**src/rtl/eth_pcs_rx_block_sync_mlane.sv**
```systemverilog
// ---------------------------------------------------------------------------
// eth_pcs_rx_block_sync_mlane
// Multi-lane 64b/66b block-lock engine for the RX PCS. Each lane runs its own
// lock FSM (HUNT / LOCKED / WAIT) on the 2-bit sync header. Every slip is
// followed by a settle period so that the gearbox can realign before headers
// are judged again.
//
// Ports:
//   i_clk          clock
//   i_reset_n      synchronous active-low reset
//   i_valid        per-lane header-valid strobe
//   i_sync_hdr     lane l header at bits [l*W_SYNC +: W_SYNC]
//   i_clr_stat     clears o_lock_lost and o_bad_hdr_cnt
//   o_rx_lock      per-lane block lock (registered)
//   o_slip         per-lane one-beat slip request to gearbox
//   o_all_lock     AND of o_rx_lock
//   o_lock_lost    sticky: lane went from LOCKED to unlocked
//   o_bad_hdr_cnt  per-lane saturating count of invalid headers while LOCKED
// ---------------------------------------------------------------------------
module eth_pcs_rx_block_sync_mlane #(
    parameter int N_LANES        = 4,
    parameter int SH_CNT_MAX     = 64,
    parameter int SH_INVALID_MAX = 16,
    parameter int SLIP_WAIT      = 8,
    parameter int W_ERR_CNT      = 8,
    localparam int W_SYNC        = 2
) (
    input  logic                           i_clk,
    input  logic                           i_reset_n,
    input  logic [N_LANES-1:0]             i_valid,
    input  logic [N_LANES*W_SYNC-1:0]      i_sync_hdr,
    input  logic                           i_clr_stat,
    output logic [N_LANES-1:0]             o_rx_lock,
    output logic [N_LANES-1:0]             o_slip,
    output logic                           o_all_lock,
    output logic [N_LANES-1:0]             o_lock_lost,
    output logic [N_LANES*W_ERR_CNT-1:0]   o_bad_hdr_cnt
);

    localparam logic [W_SYNC-1:0] SYNC_CTRL = 2'b10;
    localparam logic [W_SYNC-1:0] SYNC_DATA = 2'b01;

    localparam int SH_W   = $clog2(SH_CNT_MAX);
    localparam int INV_W  = $clog2(SH_INVALID_MAX + 1);
    localparam int WAIT_W = (SLIP_WAIT < 1) ? 1 : $clog2(SLIP_WAIT + 1);

    typedef enum logic [1:0] {
        ST_HUNT   = 2'd0,
        ST_LOCKED = 2'd1,
        ST_WAIT   = 2'd2
    } lane_state_t;

    for (genvar l = 0; l < N_LANES; l++) begin : g_lane
        lane_state_t            state_r;
        logic [SH_W-1:0]        sh_cnt_r;
        logic [INV_W-1:0]       inval_cnt_r;
        logic [WAIT_W-1:0]      wait_cnt_r;
        logic                   lock_r;
        logic                   lost_r;
        logic [W_ERR_CNT-1:0]   bad_cnt_r;

        logic [W_SYNC-1:0]      hdr_s;
        logic                   hdr_ok_s;
        logic                   beat_s;
        logic                   last_inval_s;
        logic                   win_end_s;
        logic                   slip_s;
        logic                   bad_inc_s;
        logic                   lost_set_s;

        // Header classification and combinational slip decision for this lane.
        always_comb begin
            hdr_s        = i_sync_hdr[l*W_SYNC +: W_SYNC];
            hdr_ok_s     = (hdr_s == SYNC_CTRL) || (hdr_s == SYNC_DATA);
            beat_s       = i_valid[l];
            last_inval_s = (inval_cnt_r == INV_W'(SH_INVALID_MAX - 1));
            win_end_s    = (sh_cnt_r == SH_W'(SH_CNT_MAX - 1));
            slip_s       = 1'b0;
            // Gated by reset so a lane caught mid-lock never slips while held in reset.
            case (state_r)
                ST_HUNT:   slip_s = i_reset_n & beat_s & ~hdr_ok_s;
                ST_LOCKED: slip_s = i_reset_n & beat_s & ~hdr_ok_s & last_inval_s;
                default:   slip_s = 1'b0;
            endcase
            bad_inc_s  = beat_s & ~hdr_ok_s & (state_r == ST_LOCKED);
            lost_set_s = slip_s & (state_r == ST_LOCKED);
        end

        // Lane lock FSM with its counters and the registered lock flag.
        always_ff @(posedge i_clk) begin
            if (!i_reset_n) begin
                state_r     <= ST_HUNT;
                sh_cnt_r    <= '0;
                inval_cnt_r <= '0;
                wait_cnt_r  <= '0;
                lock_r      <= 1'b0;
            end else if (beat_s) begin
                case (state_r)
                    ST_HUNT: begin
                        if (!hdr_ok_s) begin
                            sh_cnt_r <= '0;
                            if (SLIP_WAIT > 0) begin
                                state_r    <= ST_WAIT;
                                wait_cnt_r <= WAIT_W'(SLIP_WAIT);
                            end
                        end else if (win_end_s) begin
                            state_r     <= ST_LOCKED;
                            lock_r      <= 1'b1;
                            sh_cnt_r    <= '0;
                            inval_cnt_r <= '0;
                        end else begin
                            sh_cnt_r <= sh_cnt_r + SH_W'(1);
                        end
                    end
                    ST_WAIT: begin
                        wait_cnt_r <= wait_cnt_r - WAIT_W'(1);
                        if (wait_cnt_r == WAIT_W'(1)) begin
                            state_r <= ST_HUNT;
                        end
                    end
                    ST_LOCKED: begin
                        // Losing lock takes priority over a window closing on the same beat.
                        if (slip_s) begin
                            state_r     <= (SLIP_WAIT > 0) ? ST_WAIT : ST_HUNT;
                            wait_cnt_r  <= WAIT_W'(SLIP_WAIT);
                            sh_cnt_r    <= '0;
                            inval_cnt_r <= '0;
                            lock_r      <= 1'b0;
                        end else if (win_end_s) begin
                            sh_cnt_r    <= '0;
                            inval_cnt_r <= '0;
                        end else begin
                            sh_cnt_r <= sh_cnt_r + SH_W'(1);
                            if (!hdr_ok_s) begin
                                inval_cnt_r <= inval_cnt_r + INV_W'(1);
                            end
                        end
                    end
                    default: begin
                        state_r <= ST_HUNT;
                        lock_r  <= 1'b0;
                    end
                endcase
            end
        end

        // Statistics: a clear landing with an event keeps that event.
        always_ff @(posedge i_clk) begin
            if (!i_reset_n) begin
                lost_r    <= 1'b0;
                bad_cnt_r <= '0;
            end else if (i_clr_stat) begin
                lost_r    <= lost_set_s;
                bad_cnt_r <= {{(W_ERR_CNT-1){1'b0}}, bad_inc_s};
            end else begin
                if (lost_set_s) begin
                    lost_r <= 1'b1;
                end
                if (bad_inc_s && (bad_cnt_r != {W_ERR_CNT{1'b1}})) begin
                    bad_cnt_r <= bad_cnt_r + W_ERR_CNT'(1);
                end
            end
        end

        assign o_rx_lock[l]                          = lock_r;
        assign o_slip[l]                             = slip_s;
        assign o_lock_lost[l]                        = lost_r;
        assign o_bad_hdr_cnt[l*W_ERR_CNT +: W_ERR_CNT] = bad_cnt_r;
    end

    assign o_all_lock = &o_rx_lock;

endmodule

```
**config.mk**
```make
export PLATFORM = sky130hd
export DESIGN_NAME = eth_pcs_rx_block_sync_mlane
export DESIGN_NICKNAME = d
export VERILOG_FILES = /design/src/rtl/eth_pcs_rx_block_sync_mlane.sv
export SDC_FILE = /design/constraint.sdc
export NUM_CORES = 1
export LEC_CHECK = 0
export CORE_ASPECT_RATIO = 1.75
export CORE_MARGIN = 3
export CORE_UTILIZATION = 50
export DETAILED_ROUTE_END_ITERATION = 16
export MAX_ROUTING_LAYER = met4
export PLACE_DENSITY = 0.72
export RECOVER_POWER = 100
export SYNTH_ARGS = -nofsm -noshare
export SYNTH_HDL_FRONTEND = slang
export SYNTH_SLANG_ARGS = --single-unit
```
**constraint.sdc**
```tcl
create_clock -name i_clk -period 4.7 [get_ports i_clk]
set_input_delay 0.705 -clock i_clk [delete_from_list [all_inputs] [get_ports i_clk]]
set_output_delay 0.705 -clock i_clk [all_outputs]
set_load 0.1 [all_outputs]
```
==> results of run 1 <==
-- worst paths after layout --
check / endpoint / slack [ns] / startpoint
min: g_lane[2].inval_cnt_r[3] / 0.47 / g_lane[2].inval_cnt_r[3]
max reg2reg: g_lane[3].bad_cnt_r[3] / 2.39 / g_lane[3].state_r[1]
max: o_slip[0] / 0.77 / i_reset_n
min reg2reg: g_lane[2].inval_cnt_r[3] / 0.47 / g_lane[2].inval_cnt_r[3]
-- cells by family after synthesis --
| logic type | after synthesis | share of synthesized area |
|---|---|---|
| buf+inv | 74 | 0.0572 |
| flops | 108 | 0.369 |
| simple gates | 276 | 0.259 |
| fa+ha+maj | 24 | 0.0512 |
| xor+xnor | 24 | 0.0359 |
| compound gates | 185 | 0.217 |
| mux | 6 | 0.0105 |
-- critical path: stages --
cell           delay, ns
dlygate4sd3_1       0.92
clkbuf_1            0.85
and2_1              0.26
clkbuf_2            0.46
-- power by group --
group | total (W) | switching, W | internal, W
combinational | 0.000209 | 0.000134 | 0.0000748
clock | 0.000687 | 0.000319 | 0.000368
sequential | 0.000963 | 0.0000235 | 0.000939
-- layout by cell type (no fill, tap or decap), drive strengths merged, types with 4 or more instances in the layout --
cell and count:
a211oi 9, a21oi 38, a31o 6, a31oi 28
and2 5, and3 26, buf 4, clkbuf 18
clkdlybuf4s50 8, dfxtp 108, dlygate4sd3 47, ha 24
inv 35, mux2i 5, nand2 58, nand2b 15
nand3 35, nand4 21, nand4b 5, nor2 32
nor2b 8, nor3 18, nor4 6, o211ai 8
o21a 4, o21ai 27, o22ai 6, o311ai 8
o31ai 9, o41ai 4, or2 4, or3 12
or4 12, xnor2 9, xor2 15
-- flip-flops by register name (all words and copies together), names as in the netlist --
register and count:
g_lane.lost_r 4, g_lane.bad_cnt_r 32, g_lane.wait_cnt_r 16, g_lane.inval_cnt_r 20, g_lane.state_r 8, g_lane.lock_r 4, g_lane.sh_cnt_r 24
-- through the flow --
step | utilization | hold slack (ns) | worst slack, ns
3_3_place_gp | 0.573 | 0.448 | 1.44
2_1_floorplan | - | 0.426 | 1.57
6_report | 0.593 | 0.473 | 0.768
4_1_cts | 0.596 | 0.475 | 1.33
5_1_grt | 0.593 | 0.489 | 0.674
3_5_place_dp | 0.573 | 0.461 | 1.36
-- routing by layer --
| metal | global-route usage | part of all wire | vias to the layer above |
|---|---|---|---|
| met4 | 0.0876 | 0.023 | 0 |
| met3 | 0.0276 | 0.043 | 19 |
| met1 | 0.253 | 0.41 | 2662 |
| li1 | - | - | 2686 |
| met2 | 0.392 | 0.53 | 169 |
| met5 | - | 0 | - |
-- final cells by class --
cell class,count,area share
clock inverter,2,0.00187
timing repair buffer,65,0.0921
sequential,108,0.323
tap,132,0.0247
inverter,35,0.0196
clock buffer,12,0.0368
multi-input combinational,515,0.502
==> results.cfg, run 1 <==
[timing]
worst-slew-pin-transition_ns = 1.83
fmax_ghz = 0.254
clock_skew_ns = 0.00938
tns_ns = 0
finalWorstPathRequiredPeriod_ns = 3.93
rsz0062_at_grt = false
finalHoldViolCount = 0
slew_violations = 38
relSlewSlack = -0.221
period_share = 0.837
finalSetupViolations = 0

[global_route]
antenna_found_initial = 0
grt_pass1_vias = 5159
grt_max_degree = 38
track_usage = 0.224
grt_pass1_wl_um = 23400
grt.overflow.total = 0

[run_status]
outcome = finished with violations
violations = max-capacitance violations, max-slew violations

[pwr]
power_w = 0.00186
p_leak_nw = 2.53
powerDensity_mw_per_mm2 = 278
ir_drop_v = 0.000177

[setup_path]
path_max_fanout = 21
crit_required_ns = 3.99
path_class = in -> out
crit_path_end_kind = output port
ff2ff_path_depth = 4
worstPathArrival_ns = 3.23
cp-start-kind = primary input

[floorplanning]
core_mm2 = 0.0113
initial_utilization = 0.519
placement_rows = 51
dieHeight_um = 149
io_pins = 60
die-area_mm2 = 0.0131
die_width_um = 87.8

[synth]
syn_area_mm2 = 0.00586
synth_top_cell_area_share = 0.369
synth_top_cell_by_area = dfxtp_1
yosysSeqAreaShare = 0.369
ys_ff_latch = 108
synthCells = 697
yosysMostFrequentCell = dfxtp_1
ys_warn_count = 0
synthArstFlopShare = 0
yosysUniqueCellTypes = 70
synth_edf_count = 0
synth.top_cells.by_count = 108 x dfxtp_1, 58 x nand2_1, 38 x a21oi_1, 35 x inv_1, 35 x nand3_1
syn_nets = 736
syn_area_per_cell_um2 = 8.41
synth_area_leaders = dfxtp_1 37%, ha_1 5.1%, nand2_1 3.7%, a21oi_1 3.2%, a31oi_1 3.0%
ys.flop_type = dfxtp_1

[routing]
wl_per_cell_um = 16.4
vias_per_cell = 6.37
drc = 0
vias = 5536
wl_um = 14300
dr.pass1.iters = 5
drt_iter0_drc = 321
drtAntennaViolNets = 0

[cells_and_area]
fin_area_mm2 = 0.00670
ff_latch_area_mm2 = 0.00216
layoutNonFillerInstCount = 869
nets = 773
multi_input_area_mm2 = 0.00336
nFillCells = 1027
final_layout_size_suffix_gt1_frac = 0.0529
synthToLayoutAreaGrowth_pct = 14.3
n_antenna_cell = 0

[hold_path]
holdPathStages = 1
min_path_type = reg -> reg

[clock_network]
htree_levels = 3
cts_buffers = 9
clk_pin_slew_ns = 0.07
clockBufferDepth = 2
hold_buffers = 0
cts_tree = done
cts_resized = 0
worst_skew_pair.late_latency_ns = 0.34
cts.sinks = 108
post_cts_buffers = 0
clock-root-buffer = clkbuf_16

[placement]
dpl.hpwl_um = 10600
portBuffers = 59
dpl_cell_area_mm2 = 0.00647
place_congestion = 0.848
dp.cells = 855

[job]
maxCapViolCount = 1
Power figures use the tool's default switching activity.
==> inputs of run 2 (changes only) <==
- PLACE_DENSITY: 0.72 -> 0.74
- clock period: 4.7 -> 3.6 ns (I/O delays scaled with it)
==> run 2 against run 1 <==
Against the previous run: the run now ends clean; core utilization up 0.54 points; combinational power up 34%; power up 32%; register-to-register slack worse by 1.0 ns; clock skew down 0.0011 ns; via count down 2.0%.
==> results.cfg, run 2 (synthesis results as in run 1) <==
[run_status]
outcome = finished clean

[clock_network]
cts_resized = 0
cts.sinks = 108
hold_buffers = 0
clk_pin_slew_ns = 0.07
worst_skew_pair.late_latency_ns = 0.34
clockBufferDepth = 2
post_cts_buffers = 0
htree_levels = 3
clock-root-buffer = clkbuf_16
cts_tree = done
cts_buffers = 9

[floorplanning]
die-area_mm2 = 0.0131
dieHeight_um = 149
core_mm2 = 0.0113
die_width_um = 87.8
io_pins = 60
initial_utilization = 0.519
placement_rows = 51

[routing]
drt_iter0_drc = 322
vias = 5424
dr.pass1.iters = 5
drtAntennaViolNets = 0
drc = 0
wl_um = 14000
vias_per_cell = 6.19
wl_per_cell_um = 15.9

[cells_and_area]
ff_latch_area_mm2 = 0.00216
largest_reg_flops = 32
layoutNonFillerInstCount = 876
synthToLayoutAreaGrowth_pct = 15.3
reg_top3 = g_lane.bad_cnt_r (32), g_lane.sh_cnt_r (24), g_lane.inval_cnt_r (20)
final_layout_size_suffix_gt1_frac = 0.0632
mostFrequentLayoutCell = dfxtp_1
n_antenna_cell = 0
multi_input_area_mm2 = 0.00336
nFillCells = 1007
layout_common_cells = 108 x dfxtp_1, 58 x nand2_1, 47 x dlygate4sd3_1
nets = 780
final_core_utilization = 0.598
max_flop_register = g_lane.bad_cnt_r

[timing]
worst-slew-pin-transition_ns = 1.17
fmax_ghz = 0.315
slew_violations = 0
period_share = 0.881
finalHoldViolCount = 0
relSlewSlack = 0.225
finalSetupViolations = 0
tns_ns = 0
clock_skew_ns = 0.00830
finalWorstPathRequiredPeriod_ns = 3.17
rsz0062_at_grt = false

[global_route]
grt_max_degree = 23
grt.overflow.total = 0
antenna_found_initial = 0
grt_pass1_wl_um = 23200
grt_pass1_vias = 5211
track_usage = 0.223

[setup_path]
crit_path_end_kind = output port
worstPathArrival_ns = 2.63
path_class = in -> out
crit_required_ns = 3.06
path_max_fanout = 11
cp-start-kind = primary input

[placement]
portBuffers = 59
dp.cells = 862
place_congestion = 0.874
dpl.hpwl_um = 10500

[pwr]
powerDensity_mw_per_mm2 = 363
p_leak_nw = 2.58
ir_drop_v = 0.000240

[hold_path]
min_path_type = reg -> reg

[job]
maxCapViolCount = 0
-- run 2: cell types whose count changed in the layout (fill, tap and decap cells not counted) --
cell	change
clkbuf_2	+1
clkdlybuf4s50_1	-1
inv_6	+2
buf_4	+6
buf_12	+1
clkbuf_1	-1
and2_0	+1
o311ai_1	-1
o311ai_0	+1
and2_1	-1
nor3_1	+1
nor3_2	-1
clkinvlp_4	-1
-- run 2: final cells by class --
class / count / area share
repair buffers: 72 / 0.100
well taps: 132 / 0.0244
flip-flops and latches: 108 / 0.320
clock inverters: 3 / 0.00333
multi-input cells: 515 / 0.497
clock buffers: 11 / 0.0359
inverters: 35 / 0.0194
-- run 2: worst max-delay path, cell delays in order --
cell and delay (ns):
dlygate4sd3_1 0.69, nor2b_1 0.17, clkbuf_1 0.38, nand4_1 0.27, inv_1 0.12, clkbuf_2 0.46
-- run 2: worst paths after layout --
kind | startpoint | to | slack, ns | cells after the start
max | i_valid[1] | o_slip[1] | 0.43 | 6
min | g_lane[0].inval_cnt_r[3] | g_lane[0].inval_cnt_r[3] | 0.47 | 1
max reg2reg | g_lane[2].inval_cnt_r[0] | g_lane[2].wait_cnt_r[3] | 1.38 | 7
min reg2reg | g_lane[0].inval_cnt_r[3] | g_lane[0].inval_cnt_r[3] | 0.47 | 1
-- run 2: per-stage QoR --
stage	worst slack [ns]	hold WS [ns]	cell area [um2]	power (W)
5_1_grt	0.355	0.498	6760	0.00255
4_1_cts	0.785	0.468	6810	0.00248
3_5_place_dp	0.698	0.457	6550	0.00157
3_3_place_gp	0.811	0.445	6550	0.00156
6_report	0.429	0.469	6760	0.00245
2_1_floorplan	0.639	0.426	5860	0.00148
-- run 2: where the power goes --
part	internal (W)	total (W)	leakage, nW	switching (W)
sequential	0.00123	0.00126	0.874	0.0000312
clock	0.000485	0.000914	0.132	0.000429
combinational	0.000105	0.000280	1.57	0.000175
-- run 2: metal layers --
layer	vias up	wire, um	global-route usage	share of wire
li1	2707	-	-	-
met1	2578	5800	0.248	0.42
met2	121	7430	0.390	0.53
met3	18	512	0.0365	0.037
met4	0	217	0.0868	0.016
met5	-	0	-	0
==> inputs of run 3 (changes only) <==
- DONT_BUFFER_PORTS: not set -> 1
- PLACE_DENSITY: 0.74 -> 0.68
- SLEW_MARGIN: not set -> 40
==> run 3 against run 2 <==
Against the previous run: setup slack got worse by 0.019 ns; largest power group unchanged; clock skew barely moved; highest routed layer unchanged; non-clock buffer count shrank 36; register-to-register slack worse by 0.52 ns; count of clock-buffer cells in the layout increased by 1; routed wire length rose by 0.63%.
==> results.cfg, run 3 (synthesis results as in run 1) <==
[job]
maxCapViolCount = 0

[setup_path]
worstPathArrival_ns = 2.65
crit_required_ns = 3.06
crit_path_end_kind = output port
path_max_fanout = 5
cp-start-kind = flop
path_class = reg -> out
ff2ff_path_depth = 5

[global_route]
grt_pass1_wl_um = 23700
grt_util_met3 = 0.0310
grt.overflow.total = 0
antenna_found_initial = 0
use_met1 = 0.249
grt_max_degree = 52
track_usage = 0.227
busiest_layer = met2
grt_pass1_vias = 5231
use_met2 = 0.404

[cells_and_area]
n_antenna_cell = 0
max_flop_register = g_lane.bad_cnt_r
synthToLayoutAreaGrowth_pct = 7.73
layout_common_cells = 108 x dfxtp_1, 57 x nand2_1, 38 x a21oi_1
final_core_utilization = 0.559
fin_area_mm2 = 0.00631
mostFrequentLayoutCell = dfxtp_1
final_layout_size_suffix_gt1_frac = 0.0606
reg_top3 = g_lane.bad_cnt_r (32), g_lane.sh_cnt_r (24), g_lane.inval_cnt_r (20)
nets = 744
nFillCells = 1042
largest_reg_flops = 32

[timing]
setup_ws_ns = 0.410
finalWorstPathRequiredPeriod_ns = 3.19
period_share = 0.886
clock_skew_ns = 0.00790
worst-slew-pin-transition_ns = 1.40
whs_ns = 0.305
slew_violations = 0
finalSetupViolations = 0
rsz0062_at_grt = false
relSlewSlack = 0.0653
fmax_ghz = 0.313
tns_ns = 0
finalHoldViolCount = 0

[pwr]
combPwrFrac = 0.099
p_int_w = 0.00185
p_seq_frac = 0.510
p_leak_nw = 2.24
ir_drop_v = 0.000216
swShare = 0.248
powerDensity_mw_per_mm2 = 391
pwr-share-clk = 0.391
p_switching_w = 0.000613

[placement]
place_congestion = 0.878
dpl_cell_area_mm2 = 0.00617
dpl.hpwl_um = 10300
portBuffers = 0
dp_slack_ns = 1.11

[floorplanning]
io_pins = 60
placement_rows = 51
dieHeight_um = 149
die-area_mm2 = 0.0131
die_width_um = 87.8
core_mm2 = 0.0113
initial_utilization = 0.519

[routing]
vias_per_cell = 6.34
drt_iter0_drc = 306
wl_per_cell_um = 16.7
drtAntennaViolNets = 0
wl_um = 14000
vias = 5342
drc = 0
dr.pass1.iters = 5

[clock_network]
hold_buffers = 0
cts_buffers = 9
clockBufferDepth = 2
cts_resized = 0
clock-root-buffer = clkbuf_16
worst_skew_pair.late_latency_ns = 0.35
post_cts_buffers = 0
cts.sinks = 108
cts_tree = done
htree_levels = 3
clk_pin_slew_ns = 0.07

[hold_path]
min_path_type = in -> reg
holdPathStages = 1

[run_status]
outcome = finished clean
[run 3: cell types whose count changed in the layout (fill, tap and decap cells not counted), moves of 2 or more]
cell and delta:
dlygate4sd3_1 -47, buf_16 +2, nor3_1 -2, nor3_2 +2
buf_4 -5, buf_12 -2, clkinvlp_4 +2, clkdlybuf4s50_1 -7
clkbuf_1 +26, inv_6 -2
[run 3: final cells by class]
| type | instances | area [um2] | area share |
|---|---|---|---|
| flip-flops and latches | 108 | 2160 | 0.343 |
| multi-input cells | 515 | 3370 | 0.534 |
| clock buffers | 12 | 236 | 0.0375 |
| clock inverters | 4 | 50.0 | 0.00793 |
| inverters | 35 | 131 | 0.0208 |
| repair buffers | 36 | 199 | 0.0315 |
| well taps | 132 | 165 | 0.0262 |
[run 3: path summary, 6_finish.rpt]
check	startpoint	endpoint	slack, ns
setup / recovery	g_lane[0].inval_cnt_r[0]	o_slip[0]	0.41
hold / removal	i_valid[0]	g_lane[0].state_r[1]	0.30
setup reg to reg	g_lane[2].bad_cnt_r[2]	g_lane[2].bad_cnt_r[5]	0.86
hold reg to reg	g_lane[0].wait_cnt_r[1]	g_lane[0].wait_cnt_r[1]	0.47
[run 3: through the flow]
stage | power (W) | cells
global placement | 0.00152 | 826
floorplan | 0.00148 | 697
detailed placement | 0.00153 | 826
CTS | 0.00250 | 842
global route | 0.00258 | 842
finish | 0.00247 | 842
[run 3: power groups by stage]
stage / Combinational (W) / Sequential (W) / Clock (W)
floorplan: 0.000210 / 0.00127 / 0
detailed placement: 0.000245 / 0.00128 / 0
CTS: 0.000247 / 0.00126 / 0.000991
global placement: 0.000236 / 0.00128 / 0
finish: 0.000244 / 0.00126 / 0.000965
global route: 0.000274 / 0.00126 / 0.00104
[run 3: layer usage]
| layer | routed length [um] | up-vias |
|---|---|---|
| met5 | 0 | - |
| met4 | 331 | 0 |
| met3 | 672 | 29 |
| met2 | 7460 | 130 |
| met1 | 5580 | 2551 |
| li1 | - | 2632 |
[run 3: critical path, stage by stage, from the launching register on]
cell and delay [ns]:
dfxtp_1 0.36, ha_1 0.20, and3_1 0.17, ha_1 0.22, nand2b_1 0.18, and3_1 0.18, and2_1 0.12, clkbuf_1 0.88
